--- config.mk ---
export PLATFORM = sky130hd
export DESIGN_NAME = apb2axi_fifo_sync
export DESIGN_NICKNAME = d
export VERILOG_FILES = /design/src/rtl/apb2axi_fifo_sync.sv
export SDC_FILE = /design/constraint.sdc
export NUM_CORES = 1
export LEC_CHECK = 0
export CAP_MARGIN = 20
export CORE_MARGIN = 2
export CORE_UTILIZATION = 54
export DETAILED_ROUTE_END_ITERATION = 8
export PLACE_DENSITY = 0.75
export SETUP_SLACK_MARGIN = 0.2
export SLEW_MARGIN = 10
export SYNTH_ARGS = -nofsm -noshare
export SYNTH_HDL_FRONTEND = slang
export SYNTH_SLANG_ARGS = --single-unit
--- constraint.sdc ---
create_clock -name clk -period 3.2 [get_ports clk]
set_input_delay 0.96 -clock clk [delete_from_list [all_inputs] [get_ports clk]]
set_output_delay 0.96 -clock clk [all_outputs]
set_load 0.005 [all_outputs]
--- src/rtl/apb2axi_fifo_sync.sv ---
// ============================================================================
// Module   : apb2axi_fifo_sync
// Brief    : Single-clock valid/ready FIFO with fill level, almost-full/empty
//            flags, synchronous flush and a peak-occupancy watermark.
//            Optional output register stage: APB2AXI_FIFO_OUT_REG_EN.
// Revision : 1.0 - initial release
// ============================================================================
`default_nettype none

module apb2axi_fifo_sync #(
  parameter  int WIDTH    = 32,
  parameter  int DEPTH    = 16,
  parameter  int AF_LEVEL = DEPTH - 2,
  parameter  int AE_LEVEL = 2,
  localparam int CNT_W    = $clog2(DEPTH + 2)
) (
  input  logic             clk,
  input  logic             resetn,
  input  logic             flush,
  input  logic             wr_vld,
  input  logic [WIDTH-1:0] wr_data,
  output logic             wr_rdy,
  output logic             rd_vld,
  output logic [WIDTH-1:0] rd_data,
  input  logic             rd_rdy,
  output logic [CNT_W-1:0] count,
  output logic             full,
  output logic             empty,
  output logic             almost_full,
  output logic             almost_empty,
  output logic [CNT_W-1:0] max_count
);

  localparam int ADDR_W = $clog2(DEPTH);
  localparam int PTR_W  = ADDR_W + 1;
  localparam logic [CNT_W-1:0] C_AF_LEVEL = CNT_W'(AF_LEVEL);
  localparam logic [CNT_W-1:0] C_AE_LEVEL = CNT_W'(AE_LEVEL);

  logic [WIDTH-1:0] r_mem [DEPTH];
  logic [PTR_W-1:0] r_wr_ptr;
  logic [PTR_W-1:0] r_rd_ptr;
  logic [CNT_W-1:0] r_count;
  logic [CNT_W-1:0] r_max_count;

  logic             w_push;
  logic             w_pop;
  logic             w_st_rd;
  logic             w_st_empty;
  logic             w_st_full;
  logic [WIDTH-1:0] w_st_head;

  // Extra pointer MSB distinguishes a full storage array from an empty one.
  assign w_st_empty = (r_wr_ptr == r_rd_ptr);
  assign w_st_full  = (r_wr_ptr[ADDR_W] != r_rd_ptr[ADDR_W]) &&
                      (r_wr_ptr[ADDR_W-1:0] == r_rd_ptr[ADDR_W-1:0]);
  assign w_st_head  = r_mem[r_rd_ptr[ADDR_W-1:0]];

  assign wr_rdy = ~w_st_full & ~flush;
  assign w_push = wr_vld & wr_rdy;
  assign w_pop  = rd_vld & rd_rdy;

  assign count        = r_count;
  assign max_count    = r_max_count;
  assign full         = w_st_full;
  assign empty        = (r_count == '0);
  assign almost_full  = (r_count >= C_AF_LEVEL);
  assign almost_empty = (r_count <= C_AE_LEVEL);

`ifdef APB2AXI_FIFO_OUT_REG_EN
  typedef enum logic [0:0] {
    ST_EMPTY  = 1'b0,
    ST_LOADED = 1'b1
  } state_t;

  state_t           r_state;
  state_t           w_state_nxt;
  logic [WIDTH-1:0] r_out_data;

  always_ff @(posedge clk or negedge resetn) begin
    if (!resetn) begin
      r_state <= ST_EMPTY;
    end else if (flush) begin
      r_state <= ST_EMPTY;
    end else begin
      r_state <= w_state_nxt;
    end
  end

  // Refill the output register whenever it is empty or being drained.
  always_comb begin
    w_state_nxt = r_state;
    w_st_rd     = 1'b0;
    case (r_state)
      ST_EMPTY: begin
        if (!w_st_empty) begin
          w_st_rd     = 1'b1;
          w_state_nxt = ST_LOADED;
        end
      end
      ST_LOADED: begin
        if (w_pop) begin
          if (!w_st_empty) begin
            w_st_rd = 1'b1;
          end else begin
            w_state_nxt = ST_EMPTY;
          end
        end
      end
      default: w_state_nxt = ST_EMPTY;
    endcase
  end

  always_ff @(posedge clk or negedge resetn) begin
    if (!resetn) begin
      r_out_data <= '0;
    end else if (flush) begin
      r_out_data <= '0;
    end else if (w_st_rd) begin
      r_out_data <= w_st_head;
    end
  end

  assign rd_vld  = (r_state == ST_LOADED) & ~flush;
  assign rd_data = r_out_data;
`else
  assign rd_vld  = ~w_st_empty & ~flush;
  assign rd_data = w_st_head;
  assign w_st_rd = w_pop;
`endif

  // Storage array carries no reset; only the pointers define its contents.
  always_ff @(posedge clk) begin
    if (w_push) begin
      r_mem[r_wr_ptr[ADDR_W-1:0]] <= wr_data;
    end
  end

  always_ff @(posedge clk or negedge resetn) begin
    if (!resetn) begin
      r_wr_ptr <= '0;
      r_rd_ptr <= '0;
    end else if (flush) begin
      r_wr_ptr <= '0;
      r_rd_ptr <= '0;
    end else begin
      if (w_push) begin
        r_wr_ptr <= r_wr_ptr + PTR_W'(1);
      end
      if (w_st_rd) begin
        r_rd_ptr <= r_rd_ptr + PTR_W'(1);
      end
    end
  end

  always_ff @(posedge clk or negedge resetn) begin
    if (!resetn) begin
      r_count <= '0;
    end else if (flush) begin
      r_count <= '0;
    end else begin
      case ({w_push, w_pop})
        2'b10:   r_count <= r_count + CNT_W'(1);
        2'b01:   r_count <= r_count - CNT_W'(1);
        default: r_count <= r_count;
      endcase
    end
  end

  always_ff @(posedge clk or negedge resetn) begin
    if (!resetn) begin
      r_max_count <= '0;
    end else if (flush) begin
      r_max_count <= '0;
    end else if (r_count > r_max_count) begin
      r_max_count <= r_count;
    end
  end

endmodule

`default_nettype wire

==> impl_results.md, run 1 <==
* Total CTS buffers at 51
* CTS tree: done
* Unrepaired setup endpoints after global routing: true
* First-pass GRT wire length at 71.5 mm
* Final wirelength at 48.4 mm
* CP Cell Sequence: buf_12 -> buf_16 -> buf_8 -> mux4_2 -> mux4_2 -> buf_2
* Largest net degree at the start of global routing at 28
* Seq/Total Area, Yosys at 76.3%
* Post-DR wirelength/cell at 29.4 µm
* Final Hold Fails at 0
* Synthesized area at 0.0208 mm²
* Buffers on Ports at 84
* Starting DRT DRC Count at 978
* Crit path largest cell delay at 0.53 ns
* Worst path slowest cell: dfrtp_4
* Sw Share at 23.0%
* Crit Path Class: flip-flop to output port
* Post-detail-place hpwl at 24.8 mm
* Nets at 1141
* Clk_skew at 0.0156 ns
* Peak fanout along the critical path at 8
* Yosys cell types at 42
* Max-cap violations at 0
* Layout cells sized above 1 at 36.5%
* Sequential share of power at 47.8%
* Period minus WS final at 3.64 ns
* Hold crit path type: flip-flop to flip-flop
* Comb power frac at 18.6%
* Initial antenna violation count at 4
* Antenna-violating nets left at 0
* Leak pwr at 8.15 nW
* RR Startpoint: r_rd_ptr[1]
* Measured slew at the worst slew-check pin at 0.693 ns
* Power Total at 16.3 mW
* Die extent in y at 200 µm
* Die area at 0.0401 mm²
* Gate Count Post-Synth at 881
* Global route overflow at 0
* Max Slew Vio Count at 0
* Place WS at -0.126 ns
* Worst vdd rail ir drop at 0.000453 V
* Sink Count at 532
* Req. time, crit path at 2.24 ns
* #FFs+latches synth at 532
* CTS Buffer Depth at 3
* CP most frequent cell: mux4_2
* WP data arrival at 2.68 ns
* Fmax achieved at 274 MHz
* Async set or reset register ratio after synthesis at 3.76%
* Failing checks: setup timing
* Syn nets at 932
* Multi-input logic area at 0.00472 mm²
* # hold bufs at CTS at 0
* Num rows at 71
* CP Launch Type: flip-flop
* Sw Pwr at 3.75 mW
* Chip width at 200 µm
* Number of synthesized flops with an enable pin at 512
* Layout area overhead at 21.6%
* Final setup fails at 33
* Most frequent cells in the layout: 512 x edfxtp_1, 153 x mux4_2, 51 x clkbuf_16, 48 x clkdlybuf4s50_1, 46 x buf_12
* Final GP Congestion at 0.765
* Status: finished with violations
* Post-route DRC at 0
* Via count at 10300
* Vias in the first global route at 10800
* Post-route setup slack at -0.445 ns
* Synth warn at 0
* Core area at 0.0378 mm²
* Starting Density at 55.0%
* Clock slew seen by the registers of the worst setup and hold paths at 0.06 ns
* DRT Pass-1 Iters at 5
* Register Area at 0.0159 mm²
* Syn_area_per_cell at 23.6 µm²
* Most common cell after layout, fill and taps aside: edfxtp_1
* Internal power at 12.6 mW
* Vias per inst at 6.24
* Post-synth top flop: edfxtp_1
* Relative slew slack at 53.8%
* Clock network power share at 33.7%
* Share of the clock period used by the worst path at 114%
* HP Start: max_count[1]
* Fillers at 2316
* H-tree depth at 2
* # IOs at 85
* Power Density at 644 mW/mm²
* Worst skew pair latency at 0.57 ns
* Tot GR Track Use at 24.6%
* Worst setup path startpoint: r_rd_ptr[0]
* Crit. End Element: output port
* Root Driver: clkbuf_16
power by group through the flow:
stage	clock (mW)	combinational, mW	sequential, mW
3_3_place_gp	0	2.46	7.93
4_1_cts	5.54	2.99	7.79
3_5_place_dp	0	2.49	7.93
5_1_grt	5.80	3.22	7.80
2_1_floorplan	0	1.56	7.91
6_report	5.49	3.03	7.80
sequential cells by signal (all words and copies together) (netlist names):
name       count
count          5
max_count      5
r_mem        512
r_rd_ptr       5
r_wr_ptr       5
synthesized netlist by cell type (3+ instances only):
cell,n,share of area [%]
nand2_1,13,0.23
xor2_1,8,0.34
mux4_1,17,2.1
mux2i_1,14,0.67
edfxtp_1,512,74
buf_6,11,0.60
xnor2_1,8,0.34
inv_1,15,0.27
dfrtp_1,20,2.4
and4_1,4,0.17
nor2b_1,3,0.090
ha_1,13,0.78
mux4_2,143,15
o21ai_0,6,0.14
buf_2,8,0.19
o211ai_1,3,0.11
clkbuf_1,14,0.25
buf_1,9,0.16
and3_1,10,0.30
nor2_1,25,0.45
stage by stage:
stage / TNS, ns / util, % / hold WS [ns] / std cells / instance area (µm²)
after floorplan: -55.20 / - / 0.547 / 881 / 20800
after detailed placement: -2.07 / 61.3 / 0.559 / 1515 / 23200
final: -11.34 / 66.9 / 0.568 / 1644 / 25300
after global routing: -13.04 / 66.9 / 0.594 / 1644 / 25300
after global placement: -1.66 / 61.3 / 0.546 / 1515 / 23200
after CTS: -11.51 / 66.6 / 0.569 / 1641 / 25200
area by class of cell:
cell class | count | share of cell area, %
Tap cell | 511 | 2.53
Multi-Input combinational cell | 290 | 18.7
Sequential cell | 532 | 62.8
Antenna cell | 2 | 0.0198
Clock buffer | 66 | 5.26
Timing Repair Buffer | 200 | 9.86
Clock inverter | 28 | 0.682
Inverter | 15 | 0.222
worst max-delay path, delay by kind of cell (launching register included):
family	cells	cell delay (ns)
buffers and inverters	4	0.59
muxes	2	0.99
DFF	1	0.53
per-layer routing:
metal  global-route usage [%]  part of all wire [%]  up-vias
met1                     33.8                    39     5412
li1                         -                     -     4181
met4                     8.76                   3.3        4
met5                        0                 0.054        -
met3                     4.86                   7.5      112
met2                     39.8                    50      551
what timing repair did:
action	CTS	global route
gates cloned	10	0
resized for setup	205	19
setup endpoints to repair	39	93
setup buffers	22	1
pin swaps	5	7
kinds of logic (layout without fill, tap and decap cells):
kind of cell,count (synthesis),count (layout),synth area share (%)
adders and majority gates,14,14,0.878
and+or+nand+nor,65,65,1.54
muxes,174,174,18.3
other,0,2,0
buffers and inverters,59,309,1.59
AOI/OAI and AO/OA,21,21,0.757
xor gates and xnor gates,16,16,0.673
DFF,532,532,76.3
worst paths after layout:
path | end | slack, ns | depth (start not counted)
worst max-delay path | rd_data[7] | -0.44 | 6
worst min-delay path | max_count[1] | 0.57 | 2
worst max register to register | count[4] | 0.05 | 13
worst min register to register | max_count[1] | 0.57 | 2
max in group asynchronous | count[4] | 1.86 | 2
min in group asynchronous | r_rd_ptr[2] | 0.76 | 1
(Power assumes the default switching activity.)
==> inputs of run 2 (changes only) <==
--- a/config.mk
+++ b/config.mk
@@ -8,9 +8,12 @@
 export CAP_MARGIN = 20
 export CORE_MARGIN = 2
 export CORE_UTILIZATION = 54
+export CTS_CLUSTER_DIAMETER = 100
 export DETAILED_ROUTE_END_ITERATION = 8
+export GPL_TIMING_DRIVEN = 0
 export PLACE_DENSITY = 0.75
 export SETUP_SLACK_MARGIN = 0.2
+export SKIP_CTS_REPAIR_TIMING = 1
 export SLEW_MARGIN = 10
 export SYNTH_ARGS = -nofsm -noshare
 export SYNTH_HDL_FRONTEND = slang
==> run 2 against run 1 <==
Compared with the run above: final area is 0.77% higher; critical endpoint is now rd_data[25]; utilization is 0.52 points higher; clock skew is 0.0041 ns lower; worst hold slack worse by 0.0047 ns; setup slack worse by 0.16 ns; the run still ends with setup timing left; largest cell class unchanged; fmax is 4.3% lower; sequential cell count stayed put; critical path depth is 2 higher; cell count is 1.0% higher; register-to-register slack better by 0.30 ns.
==> impl_results.md, run 2 (synthesized netlist as in run 1, its figures left out) <==
* Vias per inst at 6.32
* Worst R2R End: r_mem[8][5]
* Num rows at 71
* Fin cells at 1661
* CP Launch Type: flip-flop
* Starting DRT DRC Count at 1074
* Fmax achieved at 263 MHz
* Crit Path Class: flip-flop to output port
* Failing checks: setup timing
* First-pass GRT wire length at 68.7 mm
* Max-cap violations at 0
* Total CTS buffers at 51
* Measured slew at the worst slew-check pin at 0.970 ns
* HP Start: max_count[4]
* WP depth at 8
* Share of the clock period used by the worst path at 119%
* Crit. End Element: output port
* Vias in the first global route at 10300
* R2R setup slack at 0.35 ns
* Leak pwr at 8.32 nW
* Multi-input logic area at 0.00468 mm²
* RR Startpoint: r_rd_ptr[0]
* Worst skew pair latency at 0.57 ns
* Peak fanout along the critical path at 6
* Die area at 0.0401 mm²
* Worst setup path startpoint: r_rd_ptr[0]
* Period minus WS final at 3.81 ns
* Final setup fails at 32
* CP Cell Sequence: buf_6 -> clkbuf_16 -> buf_12 -> buf_16 -> buf_6 -> mux4_2 -> mux4_2 -> buf_6
* Hold crit path type: flip-flop to flip-flop
* Post-DR wirelength/cell at 30.9 µm
* DP Cell Count at 1491
* Tot GR Track Use at 23.7%
* Global route overflow at 0
* Post-detail-place hpwl at 26.8 mm
* Req. time, crit path at 2.24 ns
* Post-route setup slack at -0.609 ns
* DP Area at 0.0227 mm²
* Buffers on Ports at 83
* Reg2Reg Depth at 9
* Unrepaired setup endpoints after global routing: true
* Starting Density at 55.0%
* Power Density at 672 mW/mm²
* Worst path slowest cell: mux4_2
* Cell family with most CP delay: multiplexers
* Antenna-violating nets left at 0
* Status: finished with violations
* Place WS at -0.936 ns
* Hold-critical path depth at 2
* Nets at 1161
* Core area at 0.0378 mm²
* Crit path largest cell delay at 0.56 ns
* Worst vdd rail ir drop at 0.000479 V
* Most frequent cells in the layout: 512 x edfxtp_1, 154 x mux4_2, 60 x clkbuf_16, 46 x clkdlybuf4s50_1, 40 x buf_6
* Initial antenna violation count at 1
* Root Driver: clkbuf_16
* Largest net degree at the start of global routing at 21
* Die extent in y at 200 µm
* CTS tree: done
* H-tree depth at 2
* CP bufs+invs at 6
* Fillers at 2295
* # IOs at 85
* CTS Buffer Depth at 3
* Largest register FFs at 512
* DRT Pass-1 Iters at 5
* Clock slew seen by the registers of the worst setup and hold paths at 0.06 ns
* Chip width at 200 µm
* CP most frequent cell: buf_6
* Post-route DRC at 0
* Max Slew Vio Count at 0
* Layout area overhead at 22.5%
* Clk_skew at 0.0114 ns
* Final Hold Fails at 0
* Fin area at 0.0255 mm²
* Final wirelength at 51.4 mm
* Sink Count at 532
* Most common cell after layout, fill and taps aside: edfxtp_1
* Final hold slack at 0.564 ns
* Register Area at 0.0159 mm²
* Via count at 10500
* Relative slew slack at 35.2%
* WP data arrival at 2.85 ns
* Final GP Congestion at 0.758
* Layout cells sized above 1 at 36.9%
* Worst Setup EP: rd_data[25]
* Final core utilization at 67.4%
[run 2: through the flow]
step,TNS (ns),power (mW)
floorplan,-55.20,9.47
global placement,-898.90,10.3
detailed placement,-147.43,10.4
CTS,-50.49,16.4
global route,-16.57,17.6
finish,-15.12,17.1
[run 2: layout make-up]
type | count | area share, %
tap | 511 | 2.51
sequential | 532 | 62.2
buffer | 44 | 2.22
inverter | 15 | 0.221
clock buffer | 61 | 5.32
timing repair buffer | 176 | 7.82
clock inverter | 31 | 1.30
antenna | 1 | 0.00981
multi-input combinational | 290 | 18.4
[run 2: tightest hold or removal path, cell delays in order (launching register included)]
cell	delay, ns
dfrtp_1	0.39
nand2_1	0.07
mux2i_1	0.06
[run 2: per-layer routing]
metal / share of wire [%] / routed length [µm] / vias up / GRT usage [%]
li1: - / - / 4206 / -
met1: 38 / 19400 / 5549 / 32.6
met2: 51 / 26400 / 652 / 38.7
met3: 8.3 / 4290 / 94 / 4.85
met4: 2.6 / 1320 / 0 / 7.62
met5: 0 / 0 / - / 0
[run 2: report_power, final]
part / internal, mW / switching (mW)
Sequential: 7.72 / 0.0606
Combinational: 1.89 / 1.36
Clock: 3.58 / 2.55
Total: 13.2 / 3.96
[run 2: worst min path at each step]
| stage | endpoint | slack, ns |
|---|---|---|
| final | max_count[4] | 0.56 |
| after global routing | max_count[4] | 0.60 |
| after CTS | max_count[4] | 0.57 |
| after detailed placement | max_count[1] | 0.56 |
| after global placement | max_count[4] | 0.55 |
| after floorplan | max_count[1] | 0.55 |
==> inputs of run 3 (changes only) <==
--- a/config.mk
+++ b/config.mk
@@ -6,12 +6,13 @@
 export NUM_CORES = 1
 export LEC_CHECK = 0
 export CAP_MARGIN = 20
+export CORE_ASPECT_RATIO = 0.5
 export CORE_MARGIN = 2
 export CORE_UTILIZATION = 54
 export CTS_CLUSTER_DIAMETER = 100
 export DETAILED_ROUTE_END_ITERATION = 8
 export GPL_TIMING_DRIVEN = 0
-export PLACE_DENSITY = 0.75
+export PLACE_DENSITY = 0.8
 export SETUP_SLACK_MARGIN = 0.2
 export SKIP_CTS_REPAIR_TIMING = 1
 export SLEW_MARGIN = 10
==> run 3 against run 2 <==
Compared with the run above: the flow still finishes with violations (setup timing); clock power decreased by 12%; first-iteration DRC count is 59% higher; wire length is 12% higher; clock skew increased by 0.0088 ns; register-to-register slack worse by 0.14 ns; combinational power about the same; worst hold slack improved by 0.0022 ns; non-clock buffer count up 10; largest power group unchanged; highest routed layer unchanged.
==> impl_results.md, run 3 (synthesized netlist as in run 1, its figures left out) <==
* CP Launch Type: flip-flop
* Buffers on Ports at 83
* Power Density at 654 mW/mm²
* First-pass GRT wire length at 73.5 mm
* Clock network power share at 32.8%
* Leak pwr at 8.16 nW
* DP Cell Count at 1502
* CTS Buffer Depth at 3
* Starting Density at 55.3%
* Most frequent cells in the layout: 512 x edfxtp_1, 158 x mux4_2, 65 x buf_4, 50 x clkbuf_16, 46 x clkdlybuf4s50_1
* Final wirelength at 57.4 mm
* Relative slew slack at 30.9%
* Worst vdd rail ir drop at 0.000505 V
* Antenna-violating nets left at 0
* Setup TNS at -16.26 ns
* Global route overflow at 0
* CP most frequent cell: mux4_2
* Via count at 11300
* DRT Pass-1 Iters at 5
* HP Start: max_count[3]
* Starting DRT DRC Count at 1703
* Internal power at 12.4 mW
* Req. time, crit path at 2.24 ns
* Post-detail-place hpwl at 28.4 mm
* Vias per inst at 6.77
* Place WS at -1.09 ns
* CP bufs+invs at 6
* Total CTS buffers at 45
* Comb power frac at 19.8%
* Register Area at 0.0159 mm²
* Share of the clock period used by the worst path at 120%
* Clock slew seen by the registers of the worst setup and hold paths at 0.07 ns
* Die extent in y at 143 µm
* Crit. End Element: output port
* Vias in the first global route at 10700
* WP data arrival at 2.88 ns
* Unrepaired setup endpoints after global routing: true
* CTS tree: done
* Post-route DRC at 0
* Worst skew pair latency at 0.58 ns
* Largest net degree at the start of global routing at 25
* Layout cells sized above 1 at 37.2%
* Final GP Congestion at 0.761
* H-tree depth at 2
* Core area at 0.0377 mm²
* Layout area overhead at 20.5%
* # IOs at 85
* Ant diodes at 0
* Num rows at 50
* Die area at 0.0402 mm²
* Nets at 1165
* Worst path slowest cell: mux4_2
* Post-route setup slack at -0.639 ns
* Initial antenna violation count at 0
* Max Slew Vio Count at 0
* Worst setup path startpoint: r_rd_ptr[0]
* Peak fanout along the critical path at 6
* Final core utilization at 66.6%
* Most common cell after layout, fill and taps aside: edfxtp_1
* Measured slew at the worst slew-check pin at 1.03 ns
* Status: finished with violations
* CP Cell Sequence: buf_6 -> clkbuf_16 -> buf_12 -> buf_16 -> buf_4 -> mux4_2 -> mux4_2 -> buf_2
* Max-cap violations at 0
* Sequential share of power at 47.4%
* Post-DR wirelength/cell at 34.5 µm
* Sink Count at 532
* Multi-input logic area at 0.00468 mm²
* Tot GR Track Use at 26.1%
* Final Hold Fails at 0
* Fmax achieved at 260 MHz
* Hold crit path type: flip-flop to flip-flop
* Period minus WS final at 3.84 ns
* Final setup fails at 33
* Cell family with most CP delay: multiplexers
* Root Driver: clkbuf_16
* Largest register FFs at 512
* Chip width at 282 µm
* Crit path largest cell delay at 0.54 ns
* RR Startpoint: r_rd_ptr[0]
* Sw Share at 24.5%
* Clk_skew at 0.0202 ns
* Fillers at 2172
* Fin cells at 1663
* Crit Path Class: flip-flop to output port
* Failing checks: setup timing
* Sw Pwr at 4.02 mW
run 3: cell types whose count changed in the layout (fill, tap and decap cells not counted), moves of 4 or more:
cell	before	now
clkbuf_16	60	50
clkbuf_1	13	18
clkinv_1	12	5
clkinv_2	7	3
buf_4	37	65
bufinv_16	7	2
mux4_2	154	158
mux4_1	6	2
buf_6	40	27
run 3: per-stage QoR:
step | area (µm²) | power [mW] | hold WS [ns]
floorplan | 20800 | 9.47 | 0.547
global placement | 22300 | 10.3 | 0.552
detailed placement | 22700 | 10.4 | 0.565
CTS | 24100 | 15.6 | 0.575
global route | 25100 | 16.8 | 0.601
finish | 25100 | 16.4 | 0.566
run 3: per-layer routing:
layer,global-route usage [%],up-vias,wire length [µm]
met5,0,-,0
li1,-,4199,-
met1,34.5,5827,19800
met3,5.66,188,6740
met4,9.55,0,2350
met2,43.6,1038,28600
run 3: power by group through the flow:
| stage | Clock [mW] | Sequential [mW] | Combinational [mW] |
|---|---|---|---|
| finish | 5.38 | 7.78 | 3.26 |
| global route | 5.64 | 7.78 | 3.40 |
| CTS | 5.33 | 7.78 | 2.50 |
| detailed placement | 0 | 7.92 | 2.44 |
| global placement | 0 | 7.92 | 2.36 |
| floorplan | 0 | 7.91 | 1.56 |
run 3: worst register-to-register path: cells and delay by family, from the launching register on:
kind | cells | cell delay [ns]
AOI/OAI and AO/OA | 3 | 0.70
xor gates and xnor gates | 1 | 0.14
adders and majority gates | 1 | 0.21
buffers and inverters | 5 | 0.74
DFF | 1 | 0.40
muxes | 1 | 0.23
and+or+nand+nor | 3 | 0.46
run 3: final timing paths:
check | to | slack (ns) | depth (start not counted)
max | rd_data[2] | -0.64 | 8
min | max_count[3] | 0.57 | 2
max reg2reg | count[4] | 0.21 | 14
min reg2reg | max_count[3] | 0.57 | 2
max in group asynchronous | count[2] | 1.54 | 1
min in group asynchronous | r_wr_ptr[2] | 0.97 | 1
run 3: final cells by class:
type                            count  share of cell area (%)
Buffer                             44                    2.09
Clock buffer                       59                    4.78
Clock inverter                     17                   0.693
Inverter                           15                   0.224
Multi-Input combinational cell    290                    18.7
Sequential cell                   532                    63.3
Tap cell                          520                    2.59
Timing Repair Buffer              186                    7.67
